<file path="config.mk">
export PLATFORM = sky130hd
export DESIGN_NAME = output_deskew_flat
export DESIGN_NICKNAME = d
export VERILOG_FILES = /design/src/rtl/systolic_pkg.sv /design/src/rtl/output_deskew_if.sv /design/src/rtl/delay_line.sv /design/src/rtl/output_deskew.sv /design/src/flat_wrapper.sv
export SDC_FILE = /design/constraint.sdc
export NUM_CORES = 1
export LEC_CHECK = 0
export ABC_AREA = 0
export CAP_MARGIN = 20
export CELL_PAD_IN_SITES_DETAIL_PLACEMENT = 1
export CELL_PAD_IN_SITES_GLOBAL_PLACEMENT = 1
export CORE_ASPECT_RATIO = 1.4
export CORE_MARGIN = 10
export CORE_UTILIZATION = 42
export CTS_BUF_LIST = sky130_fd_sc_hd__clkbuf_2
export DETAILED_ROUTE_END_ITERATION = 8
export GPL_ROUTABILITY_DRIVEN = 0
export PLACE_DENSITY_LB_ADDON = 0.25
export SYNTH_ARGS = -nofsm -noshare
export SYNTH_HDL_FRONTEND = slang
export SYNTH_SLANG_ARGS = --single-unit
export TNS_END_PERCENT = 20
</file>
<file path="constraint.sdc">
create_clock -name clk -period 30.2 [get_ports clk]
set_input_delay 6.04 -clock clk [delete_from_list [all_inputs] [get_ports clk]]
set_output_delay 6.04 -clock clk [all_outputs]
set_load 0.005 [all_outputs]
</file>
<file path="src/rtl/systolic_pkg.sv">
// systolic_pkg: array-wide constants and shared state types for the systolic datapath.
package systolic_pkg;
  localparam int ARRAY_SIZE_DEF = 8;
  localparam int DATA_WIDTH_DEF = 32;
  localparam int COUNT_WIDTH_DEF = 16;
  typedef enum logic [1:0] {IDLE, ACTIVE, DONE} deskew_state_e;
endpackage

</file>
<file path="src/rtl/output_deskew_if.sv">
// output_deskew_if: skewed-in / aligned-out result bus of the deskew stage.
interface output_deskew_if import systolic_pkg::*; #(
  parameter int ARRAY_SIZE = ARRAY_SIZE_DEF,
  parameter int DATA_WIDTH = DATA_WIDTH_DEF,
  parameter int COUNT_WIDTH = COUNT_WIDTH_DEF
);
  logic enable, start, valid_in, valid_out, busy, done, error;
  logic [COUNT_WIDTH-1:0] vec_expected, vec_count;
  logic signed [ARRAY_SIZE-1:0][DATA_WIDTH-1:0] data_in, data_out;
  modport master (
    output enable, start, vec_expected, data_in, valid_in,
    input  data_out, valid_out, vec_count, busy, done, error
  );
  modport slave (
    input  enable, start, vec_expected, data_in, valid_in,
    output data_out, valid_out, vec_count, busy, done, error
  );
endinterface

</file>
<file path="src/rtl/delay_line.sv">
// delay_line: enable-gated shift chain of DEPTH stages, cleared by reset; DEPTH 0 is a wire.
module delay_line #(
  parameter int DEPTH = 1,
  parameter int WIDTH = 1
) (
  input  logic             clk,
  input  logic             rst,
  input  logic             en_i,
  input  logic [WIDTH-1:0] d_i,
  output logic [WIDTH-1:0] q_o
);
  if (DEPTH == 0) begin : g_wire
    logic unused_ok;
    assign unused_ok = clk ^ rst ^ en_i;
    assign q_o = d_i;
  end else begin : g_chain
    logic [DEPTH-1:0][WIDTH-1:0] chain_q;
    always_ff @(posedge clk or posedge rst) begin
      if (rst) chain_q <= '0;
      else if (en_i) begin
        chain_q[0] <= d_i;
        for (int i = 1; i < DEPTH; i++) chain_q[i] <= chain_q[i-1];
      end
    end
    assign q_o = chain_q[DEPTH-1];
  end
endmodule

</file>
<file path="src/rtl/output_deskew.sv">
// output_deskew: realigns skewed systolic column results and frames them into counted runs.
module output_deskew import systolic_pkg::*; #(
  parameter int ARRAY_SIZE = ARRAY_SIZE_DEF,
  parameter int DATA_WIDTH = DATA_WIDTH_DEF,
  parameter int COUNT_WIDTH = COUNT_WIDTH_DEF
) (
  input logic clk,
  input logic rst,
  output_deskew_if.slave bus
);
  deskew_state_e state_q, state_d;
  logic [COUNT_WIDTH-1:0] cnt_q, cnt_d, exp_q, exp_d;
  logic err_q, err_d, aligned_valid, stray, valid_out, done;
  logic [ARRAY_SIZE-1:0][DATA_WIDTH-1:0] lane_out;
  for (genvar k = 0; k < ARRAY_SIZE; k++) begin : g_lane
    delay_line #(.DEPTH(ARRAY_SIZE-1-k), .WIDTH(DATA_WIDTH)) u_lane (
      .clk(clk), .rst(rst), .en_i(bus.enable), .d_i(bus.data_in[k]), .q_o(lane_out[k])
    );
  end
  delay_line #(.DEPTH(ARRAY_SIZE-1), .WIDTH(1)) u_valid (
    .clk(clk), .rst(rst), .en_i(bus.enable), .d_i(bus.valid_in), .q_o(aligned_valid)
  );
  // an aligned vector seen outside ACTIVE is flagged in the same cycle it appears
  assign stray = bus.enable & aligned_valid & (state_q != ACTIVE);
  always_ff @(posedge clk or posedge rst) begin
    if (rst) begin
      state_q <= IDLE;
      cnt_q <= '0;
      exp_q <= '0;
      err_q <= 1'b0;
    end else begin
      state_q <= state_d;
      cnt_q <= cnt_d;
      exp_q <= exp_d;
      err_q <= err_d;
    end
  end
  always_comb begin
    state_d = state_q;
    cnt_d = cnt_q;
    exp_d = exp_q;
    err_d = err_q;
    valid_out = 1'b0;
    done = 1'b0;
    if (bus.enable) begin
      case (state_q)
        IDLE: begin
          if (bus.start) begin
            state_d = bus.vec_expected != '0 ? ACTIVE : DONE;
            cnt_d = '0;
            exp_d = bus.vec_expected;
            err_d = 1'b0;
          end
          err_d = err_d | stray;
        end
        ACTIVE: begin
          valid_out = aligned_valid;
          if (aligned_valid) begin
            cnt_d = &cnt_q ? cnt_q : cnt_q + 1'b1;
            state_d = cnt_d == exp_q ? DONE : ACTIVE;
          end
        end
        default: begin
          done = 1'b1;
          state_d = IDLE;
          err_d = err_q | stray;
        end
      endcase
    end
  end
  assign bus.data_out = lane_out;
  assign bus.valid_out = valid_out;
  assign bus.vec_count = cnt_q;
  assign bus.busy = state_q == ACTIVE;
  assign bus.done = done;
  assign bus.error = err_q | stray;
endmodule

</file>
<file path="src/flat_wrapper.sv">
// flat-port wrapper written by rule: the top's interface ports become plain ports
module output_deskew_flat import systolic_pkg::*;
#(
  parameter int ARRAY_SIZE = ARRAY_SIZE_DEF,
  parameter int DATA_WIDTH = DATA_WIDTH_DEF,
  parameter int COUNT_WIDTH = COUNT_WIDTH_DEF
)
  (clk, rst, bus_enable, bus_start, bus_vec_expected, bus_data_in, bus_valid_in, bus_data_out, bus_valid_out, bus_vec_count, bus_busy, bus_done, bus_error);
  output_deskew_if #(.ARRAY_SIZE(ARRAY_SIZE), .DATA_WIDTH(DATA_WIDTH), .COUNT_WIDTH(COUNT_WIDTH)) bus_i ();
  input logic clk;
  input logic rst;
  input wire logic [$bits(bus_i.enable)-1:0] bus_enable;
  input wire logic [$bits(bus_i.start)-1:0] bus_start;
  input wire logic [$bits(bus_i.vec_expected)-1:0] bus_vec_expected;
  input wire logic [$bits(bus_i.data_in)-1:0] bus_data_in;
  input wire logic [$bits(bus_i.valid_in)-1:0] bus_valid_in;
  output wire logic [$bits(bus_i.data_out)-1:0] bus_data_out;
  output wire logic [$bits(bus_i.valid_out)-1:0] bus_valid_out;
  output wire logic [$bits(bus_i.vec_count)-1:0] bus_vec_count;
  output wire logic [$bits(bus_i.busy)-1:0] bus_busy;
  output wire logic [$bits(bus_i.done)-1:0] bus_done;
  output wire logic [$bits(bus_i.error)-1:0] bus_error;
  assign bus_i.enable = bus_enable;
  assign bus_i.start = bus_start;
  assign bus_i.vec_expected = bus_vec_expected;
  assign bus_i.data_in = bus_data_in;
  assign bus_i.valid_in = bus_valid_in;
  assign bus_data_out = bus_i.data_out;
  assign bus_valid_out = bus_i.valid_out;
  assign bus_vec_count = bus_i.vec_count;
  assign bus_busy = bus_i.busy;
  assign bus_done = bus_i.done;
  assign bus_error = bus_i.error;
  output_deskew #(.ARRAY_SIZE(ARRAY_SIZE), .DATA_WIDTH(DATA_WIDTH), .COUNT_WIDTH(COUNT_WIDTH)) u_core (.clk(clk), .rst(rst), .bus(bus_i));
endmodule
</file>
# Word level (Yosys, flattened, before mapping)
# Index checks and enable logic that the tools add are counted.
dict set report classes {
  addsub 1
  eq_ne 5
  mux 17
  bitwise 5
  reduce_logical 9
}
# operator count
set op_table {}
lappend op_table {{$mux 16} 3}
lappend op_table {{$pmux 16 s2} 1}
lappend op_table {{$add 16x1->16 const B} 1}
lappend op_table {{$eq 16x16->1} 1}
lappend op_table {{$reduce_and 16->1} 1}
lappend op_table {{$reduce_bool 16->1} 1}
lappend op_table {{$mux 2} 4}
lappend op_table {{$mux 1} 7}
lappend op_table {{$reduce_and 3->1} 2}
lappend op_table {{$ne 2x1->1 const B} 2}
lappend op_table {{$pmux 2 s2} 1}
lappend op_table {{$reduce_and 4->1} 1}
lappend op_table {{$and 1x1->1} 2}
lappend op_table {{$eq 2x1->1 const B} 1}
lappend op_table {{$logic_not 2->1} 1}
lappend op_table {{$ne 2x2->1 const B} 1}
lappend op_table {{$or 1x1->1} 2}
lappend op_table {{$pmux 1 s2} 1}
lappend op_table {{$reduce_and 2->1} 1}
lappend op_table {{$reduce_bool 2->1} 1}
lappend op_table {{$reduce_or 2->1} 1}
lappend op_table {{$not 1->1} 1}
dict set report word_totals {
  ff_bits 938
  in_bits 277
  out_inout_bits 276
}

# Longest topological paths before layout
# Gate-level depths: netlist of the first run.
dict set report logic_depth {
  ltp_word 6
  ltp_mapped 11
}

# By module
# Synthesis of the first run repeated with hierarchy kept, for this count alone.
dict set report hier_totals {
  cells_unflattened 2385
  hier_area_um2 39504.1
}
# module instances cells_each area_per_inst_um2
set modules_own_cells {}
lappend modules_own_cells {{delay_line at u_core.g_lane[0].u_lane} 1 506 9216.3}
lappend modules_own_cells {{delay_line at u_core.g_lane[1].u_lane} 1 438 7440.9}
lappend modules_own_cells {{delay_line at u_core.g_lane[2].u_lane} 1 371 6590.1}
lappend modules_own_cells {{delay_line at u_core.g_lane[3].u_lane} 1 303 5066.1}
lappend modules_own_cells {{delay_line at u_core.g_lane[4].u_lane} 1 236 4008.8}
lappend modules_own_cells {{delay_line at u_core.g_lane[5].u_lane} 1 168 2922.8}
lappend modules_own_cells {output_deskew 1 246 2374.8}
lappend modules_own_cells {{delay_line at u_core.g_lane[6].u_lane} 1 69 1348.8}
lappend modules_own_cells {{delay_line at u_core.u_valid} 1 16 295.3}
lappend modules_own_cells {{delay_line at u_core.g_lane[7].u_lane} 1 32 240.2}

# Worst setup path after synthesis of the first run
# OpenSTA, ideal clock, no wires.
dict set report synth_path {
  path_type {input port to output port}
  from {in bus_enable}
  to {out bus_error}
  arrival_ns 7.454
  required_time_ns 24.160
  path_slack_ns 16.706
  path_stages 6
  path_cell_list {clkbuf_1 > clkbuf_1 > clkbuf_1 > clkbuf_1 > nand2_1 > o21ai_0}
}
dict set report synth_between {
  elab_chain_cells 3
}
# item line
set synth_lines {}
lappend synth_lines {{start, declared} flat_wrapper.sv:12} ;# input wire logic [$bits(bus_i.enable)-1:0] bus_enable;
lappend synth_lines {{$and 1x1->1 (2 in a row)} output_deskew.sv:24} ;# assign stray = bus.enable & aligned_valid & (state_q != ACTIVE);
lappend synth_lines {{$or 1x1->1} output_deskew.sv:76} ;# assign bus.error = err_q | stray;
lappend synth_lines {{end, declared} flat_wrapper.sv:22} ;# output wire logic [$bits(bus_i.error)-1:0] bus_error;
# Every way passes these cells.

# Final worst setup path of the first run
dict set report layout_path {
  from {in bus_enable}
  to {out bus_valid_out}
}
dict set report layout_between {
  elab_chain_cells 1
}
# item line
set layout_lines {}
lappend layout_lines {{$mux 1} output_deskew.sv:45} ;# if (bus.enable) begin
lappend layout_lines {{end, declared} flat_wrapper.sv:18} ;# output wire logic [$bits(bus_i.valid_out)-1:0] bus_valid_out;
# Every way passes these cells.

==> results of run 1 <==
## metrics by stage
| stage | setup slack (ns) | std cells |
|---|---|---|
| floorplan | 11.25 | 2383 |
| global placement | 15.48 | 3732 |
| detailed placement | 15.38 | 3733 |
| CTS | 15.38 | 4105 |
| global route | 15.11 | 4118 |
| finish | 15.39 | 4121 |
## sequential cells by signal (all words and copies together), names as in the netlist
| name | count |
|---|---|
| u_core.bus.vec_count | 16 |
| u_core.err_q | 1 |
| u_core.state_q | 2 |
| u_core.u_valid.g_chain.chain_q | 6 |
| u_core.g_lane.u_lane.g_chain.chain_q | 672 |
| u_core.exp_q | 16 |
| u_core.g_lane.u_lane.q_o | 224 |
| u_core.u_valid.q_o | 1 |
## power by group through the flow
stage	logic, W	clock network, W	registers, W
after floorplan	0.000421	0	0.00163
after CTS	0.000598	0.000882	0.00165
after global routing	0.000635	0.000953	0.00168
after global placement	0.000571	0	0.00166
after detailed placement	0.000595	0	0.00168
final	0.000584	0.000827	0.00165
## logic make-up after synthesis
logic type      Yosys count  synth area share (%)
mux                     922                 27.96
flops                   938                 63.23
simple gates             93                 1.469
xor+xnor                 18                0.4247
compound gates           62                 1.045
buf+inv                 349                 5.838
fa+ha+maj                 1               0.03370
## worst register-to-register path, delay by kind of cell (launching register included)
family / cells / cell delay, ns
AO/OA/AOI/OAI: 2 / 0.90
AND/OR/NAND/NOR: 5 / 1.44
flip-flops: 1 / 0.53
adder cells (fa/ha/maj): 1 / 0.35
## synthesized netlist by cell type, types with 4 or more instances
master	number	area, um^2
a21oi_1	15	75.07
a22o_1	5	43.79
and2_1	6	37.54
and4_1	5	43.79
buf_1	6	22.52
buf_2	5	25.02
buf_4	224	1682
clkbuf_1	102	382.9
dfrtp_1	938	23470
inv_1	8	30.03
mux2_2	920	10360
nand2_1	19	71.32
nand3_1	12	60.06
nand4_1	7	43.79
nor2_1	15	56.30
nor4_1	8	50.05
o21ai_0	23	115.1
or3_1	4	25.02
xnor2_1	12	105.1
xor2_1	6	52.55
## layer usage
layer	vias up	share of wire (%)
met4	22	2.5
li1	9030	-
met3	170	8.6
met2	523	51
met5	-	0.20
met1	10340	38
## final cells by class
cell class | count | area share [%]
Tap cell | 1179 | 3.375
Antenna cell | 11 | 0.06298
Timing Repair Buffer | 516 | 11.92
Clock inverter | 66 | 1.048
Sequential cell | 938 | 53.70
Inverter | 9 | 0.08588
Multi-Input combinational cell | 1096 | 26.31
Clock buffer | 306 | 3.504
## worst max path at each step
stage | end | slack, ns | cells past startpoint
after floorplan | u_core.bus.vec_count[0]$_DFFE_PP0P_ | 11.25 | 1
after global placement | bus_valid_out | 15.48 | 4
after detailed placement | bus_valid_out | 15.38 | 4
after CTS | bus_valid_out | 15.38 | 4
after global routing | bus_valid_out | 15.11 | 4
final | bus_valid_out | 15.39 | 4
==> results.yml, run 1 <==
drt:
  dr.pass1.iters: 6
  drt_wl_total_mm: 79.62
  avgViaCountPerCell: 4.874
  detail_route.wl_per_cell_um: 19.32
  drt-initial-drc-count: 884
  via_count: 20090
  drc: 0
  ant_nets: 0
sta:
  final-setup-viol-count: 0
  fin_crit_ns: 14.81
  fin_crit_sh_pct: 49.04
  setup_tns_ns: 0
  hold_ws_ns: 0.4552
  maxSlewViolCount: 0
  finClkSkew_ns: 0.07538
  rsz0062_at_grt: "no"
  tightest_slew_ns: 1.124
  clock.fmax_mhz: 67.53
  hold_viol_final: 0
  maxSlewHeadroom_pct: 25.07
synth:
  synth.distinct_cells: 50
  synth_warnings: 0
  synth_edf_count: 0
  synth-seq-cells: 938
  synth_fp_nets: 2661
  synth_ff_type: "dfrtp_1"
  async_flop_share_pct: 100.0
  syn_avg_cell_area_um2: 15.58
  yosysSeqAreaShare_pct: 63.23
  syn_inst: 2383
  netlist_area_um2: 37120
grt:
  grt_max_degree: 184
  grt.busiest_layer: "met2"
  use_met3_pct: 7.398
  grt_pass1_wl_mm: 126.8
  grt_overflow: 0
  antenna_found_initial: 17
  grt_use_met1_pct: 16.99
  grt_use_total_pct: 15.79
  grtUsageMet2_pct: 26.65
  grt_pass1_vias: 22920
placement:
  dp_hpwl_mm: 54.30
  placedInstanceArea_um2: 41560
  port-buffer-count: 488
cts:
  clkLatencyLatePin_ns: 1.49
  cts_tree: "built"
  post_cts_resized: 0
  cts_buffer_depth: 3
  cts_setup_buffers: 0
  numCtsBuffers: 220
  clkSinkCount: 938
  cts-root-buf: "clkbuf_2"
  cts.clk_slew.worst_paths_ns: 0.11
  cts-htree-levels: 4
  cts-hold-fix-buffers: 0
worst_setup_path:
  required_ns: 24.16
  slowest_stage: "nand3_1"
  worstRegToRegCells: 8
  r2r-end: "u_core.state_q[0]$_DFFE_PP0P_"
  cp-startpoint: "bus_enable"
  end_kind: "primary output"
  worstSetupStartpointType: "input port"
  r2r_slack_ns: 26.86
  critical_path_arrival_ns: 8.77
  crit_family: "buffers and inverters"
  r2r_start: "u_core.bus.vec_count[0]$_DFFE_PP0P_"
  crit_chain: "buf_8, nand3_1, clkinv_1, clkdlybuf4s50_1"
  max_stage_delay_ns: 0.86
  cp_max_fo: 150
  path_buf_inv: 3
  crit_type: "input port to primary output"
floorplan:
  core_um2: 87970
  die_x_um: 271.3
  start_util_pct: 42.20
  rows: 129
  die_y_um: 371.8
  die_area_um2: 100800
  io_pins: 553
power_and_ir_drop:
  ir_worst_vdd_uv: 39.65
  seqPwrFrac_pct: 53.8
  powerDensity_nw_per_um2: 69.94
  p_clk_share_pct: 27.1
  switching_share_pct: 27.56
  power_w: 0.003057
  internal_power_w: 0.002214
  p_leak_nw: 18.68
  power_frac_comb_pct: 19.1
  p_switching_w: 0.0008424
final_layout:
  area_growth_pct: 17.74
  final_cell_mix: "dfrtp_1 (938), mux2_2 (920), clkdlybuf4s50_1 (487)"
  fin_area_um2: 43710
  final_common_cell: "dfrtp_1"
  fin_util_pct: 49.69
  regArea_um2: 23470
  nFillCells: 8711
  drive_above_1_share_pct: 43.77
  multiInputGateArea_um2: 11500
  fin_nets: 3059
status:
  status: "complete, no violations"
min_path:
  worstHoldEndpoint: "u_core.g_lane[1].u_lane.g_chain.chain_q[120]$_DFFE_PP0P_"
  holdPathStages: 1
  timing.hold.worst.class: "flop to flop"
  hold_start: "u_core.g_lane[1].u_lane.g_chain.chain_q[88]$_DFFE_PP0P_"
flow_run:
  drv_cap: 0
No activity file was read; power rests on OpenSTA's default activity.
==> run 2, diff against run 1 <==
--- a/config.mk
+++ b/config.mk
@@ -11,7 +11,7 @@
 export CELL_PAD_IN_SITES_GLOBAL_PLACEMENT = 1
 export CORE_ASPECT_RATIO = 1.4
 export CORE_MARGIN = 10
-export CORE_UTILIZATION = 42
+export CORE_UTILIZATION = 45
 export CTS_BUF_LIST = sky130_fd_sc_hd__clkbuf_2
 export DETAILED_ROUTE_END_ITERATION = 8
 export GPL_ROUTABILITY_DRIVEN = 0
==> constraint.sdc (replaced) <==
create_clock -name clk -period 14.9 [get_ports clk]
set_input_delay 2.98 -clock clk [delete_from_list [all_inputs] [get_ports clk]]
set_output_delay 2.98 -clock clk [all_outputs]
set_load 0.005 [all_outputs]
==> results.yml, run 2 (synthesized netlist as in run 1, its figures left out) <==
cts:
  cts_buffer_depth: 3
  cts_tree: "built"
  clkSinkCount: 938
  cts-root-buf: "clkbuf_2"
  cts-htree-levels: 4
  post_cts_resized: 0
  cts_setup_buffers: 0
  numCtsBuffers: 219
  cts.clk_slew.worst_paths_ns: 0.12
  clkLatencyLatePin_ns: 1.39
  cts-hold-fix-buffers: 0
min_path:
  worstHoldEndpoint: "u_core.g_lane[4].u_lane.q_o[18]$_DFFE_PP0P_"
  timing.hold.worst.class: "flop to flop"
  holdPathStages: 1
  hold_start: "u_core.g_lane[4].u_lane.g_chain.chain_q[50]$_DFFE_PP0P_"
sta:
  fin_crit_sh_pct: 56.11
  clock.fmax_mhz: 119.6
  hold_ws_ns: 0.4322
  setup_tns_ns: 0
  final-setup-viol-count: 0
  hold_viol_final: 0
  fin_crit_ns: 8.361
  maxSlewViolCount: 0
  maxSlewHeadroom_pct: 22.69
  tightest_slew_ns: 1.160
  rsz0062_at_grt: "no"
  finClkSkew_ns: 0.1098
worst_setup_path:
  critical_path_arrival_ns: 5.38
  end_kind: "primary output"
  required_ns: 11.92
  r2r_start: "u_core.bus.vec_count[1]$_DFFE_PP0P_"
  worstRegToRegCells: 8
  crit_type: "input port to primary output"
  worstSetupStartpointType: "input port"
  cp_max_fo: 110
  r2r_slack_ns: 11.57
  r2r-end: "u_core.state_q[0]$_DFFE_PP0P_"
drt:
  via_count: 20110
  dr.pass1.iters: 4
  drt_wl_total_mm: 78.34
  drt-initial-drc-count: 856
  ant_nets: 0
  avgViaCountPerCell: 5.032
  drc: 0
  detail_route.wl_per_cell_um: 19.61
floorplan:
  start_util_pct: 45.40
  die_x_um: 262.7
  die_area_um2: 94550
  core_um2: 81760
  rows: 124
  io_pins: 553
  die_y_um: 359.8
placement:
  dp_hpwl_mm: 53.78
  port-buffer-count: 488
  place_inst: 3617
  placedInstanceArea_um2: 41430
power_and_ir_drop:
  p_leak_nw: 18.57
  power_w: 0.006100
  powerDensity_nw_per_um2: 140.7
  ir_worst_vdd_uv: 79.67
grt:
  antenna_found_initial: 17
  grt_pass1_wl_mm: 125.9
  grt_pass1_vias: 22790
  grt_overflow: 0
  grt_use_total_pct: 16.50
  grt_max_degree: 192
final_layout:
  final_cell_mix: "dfrtp_1 (938), mux2_2 (920), clkdlybuf4s50_1 (487)"
  area_growth_pct: 16.81
  top_register: "u_core.g_lane.u_lane.g_chain.chain_q"
  drive_above_1_share_pct: 43.64
  fin_area_um2: 43360
  fin_cells: 3996
  fin_nets: 3047
  largest_reg_flops: 672
  final_common_cell: "dfrtp_1"
status:
  status: "complete, no violations"
flow_run:
  drv_cap: 0
==> run 2: cell count changes in the layout (fill, tap and decap cells not counted), sizes merged <==
cell | before | now
clkbuf | 306 | 311
buf | 29 | 18
inv | 16 | 14
bufinv | 7 | 2
clkinvlp | 2 | 4
diode | 11 | 8
clkinv | 50 | 47
==> run 2: how the worst max path moves through the flow <==
stage	start	endpoint	slack (ns)	depth (start not counted)
2_1_floorplan	rst	u_core.bus.vec_count[0]$_DFFE_PP0P_	-0.99	1
3_3_place_gp	bus_enable	bus_valid_out	6.62	4
3_5_place_dp	bus_enable	bus_valid_out	6.57	4
4_1_cts	bus_enable	bus_valid_out	6.55	4
5_1_grt	bus_enable	bus_valid_out	6.37	4
6_report	bus_enable	bus_valid_out	6.54	4
==> run 2: layout make-up <==
type	instances	area [um^2]
diodes	8	20.02
clock buffers	311	1556
clock inverters	58	330.3
fillers	7917	38400
inverters	9	37.54
multi-input cells	1096	11500
flip-flops and latches	938	23470
well taps	1071	1340
repair buffers	505	5109
==> run 2: routing by layer <==
metal / wire length, um / share of wire (%) / GRT usage [%] / up-vias
met2: 39670 / 51 / 27.88 / 529
met1: 29610 / 38 / 17.76 / 10380
met4: 1937 / 2.5 / 6.198 / 24
met5: 148 / 0.19 / 0 / -
li1: - / - / - / 8999
met3: 6978 / 8.9 / 7.715 / 181
==> run 2: where the power goes <==
part / internal (W) / total [W] / leakage (nW) / switching, W
sequential: 0.00305 / 0.00335 / 11.1 / 0.000298
clock: 0.000600 / 0.00158 / 1.44 / 0.000984
combinational: 0.000758 / 0.00117 / 6.05 / 0.000408
total: 0.00441 / 0.00610 / 18.6 / 0.00169
==> run 2: metrics by stage <==
step | util [%] | setup slack (ns)
floorplan | - | -0.9910
global placement | 50.67 | 6.621
detailed placement | 50.67 | 6.569
CTS | 52.97 | 6.549
global route | 53.03 | 6.365
finish | 53.04 | 6.539
==> run 2: critical path, stage by stage <==
cell,delay (ns)
buf_8,0.54
nand3_1,0.75
clkinv_1,0.43
clkdlybuf4s50_1,0.58
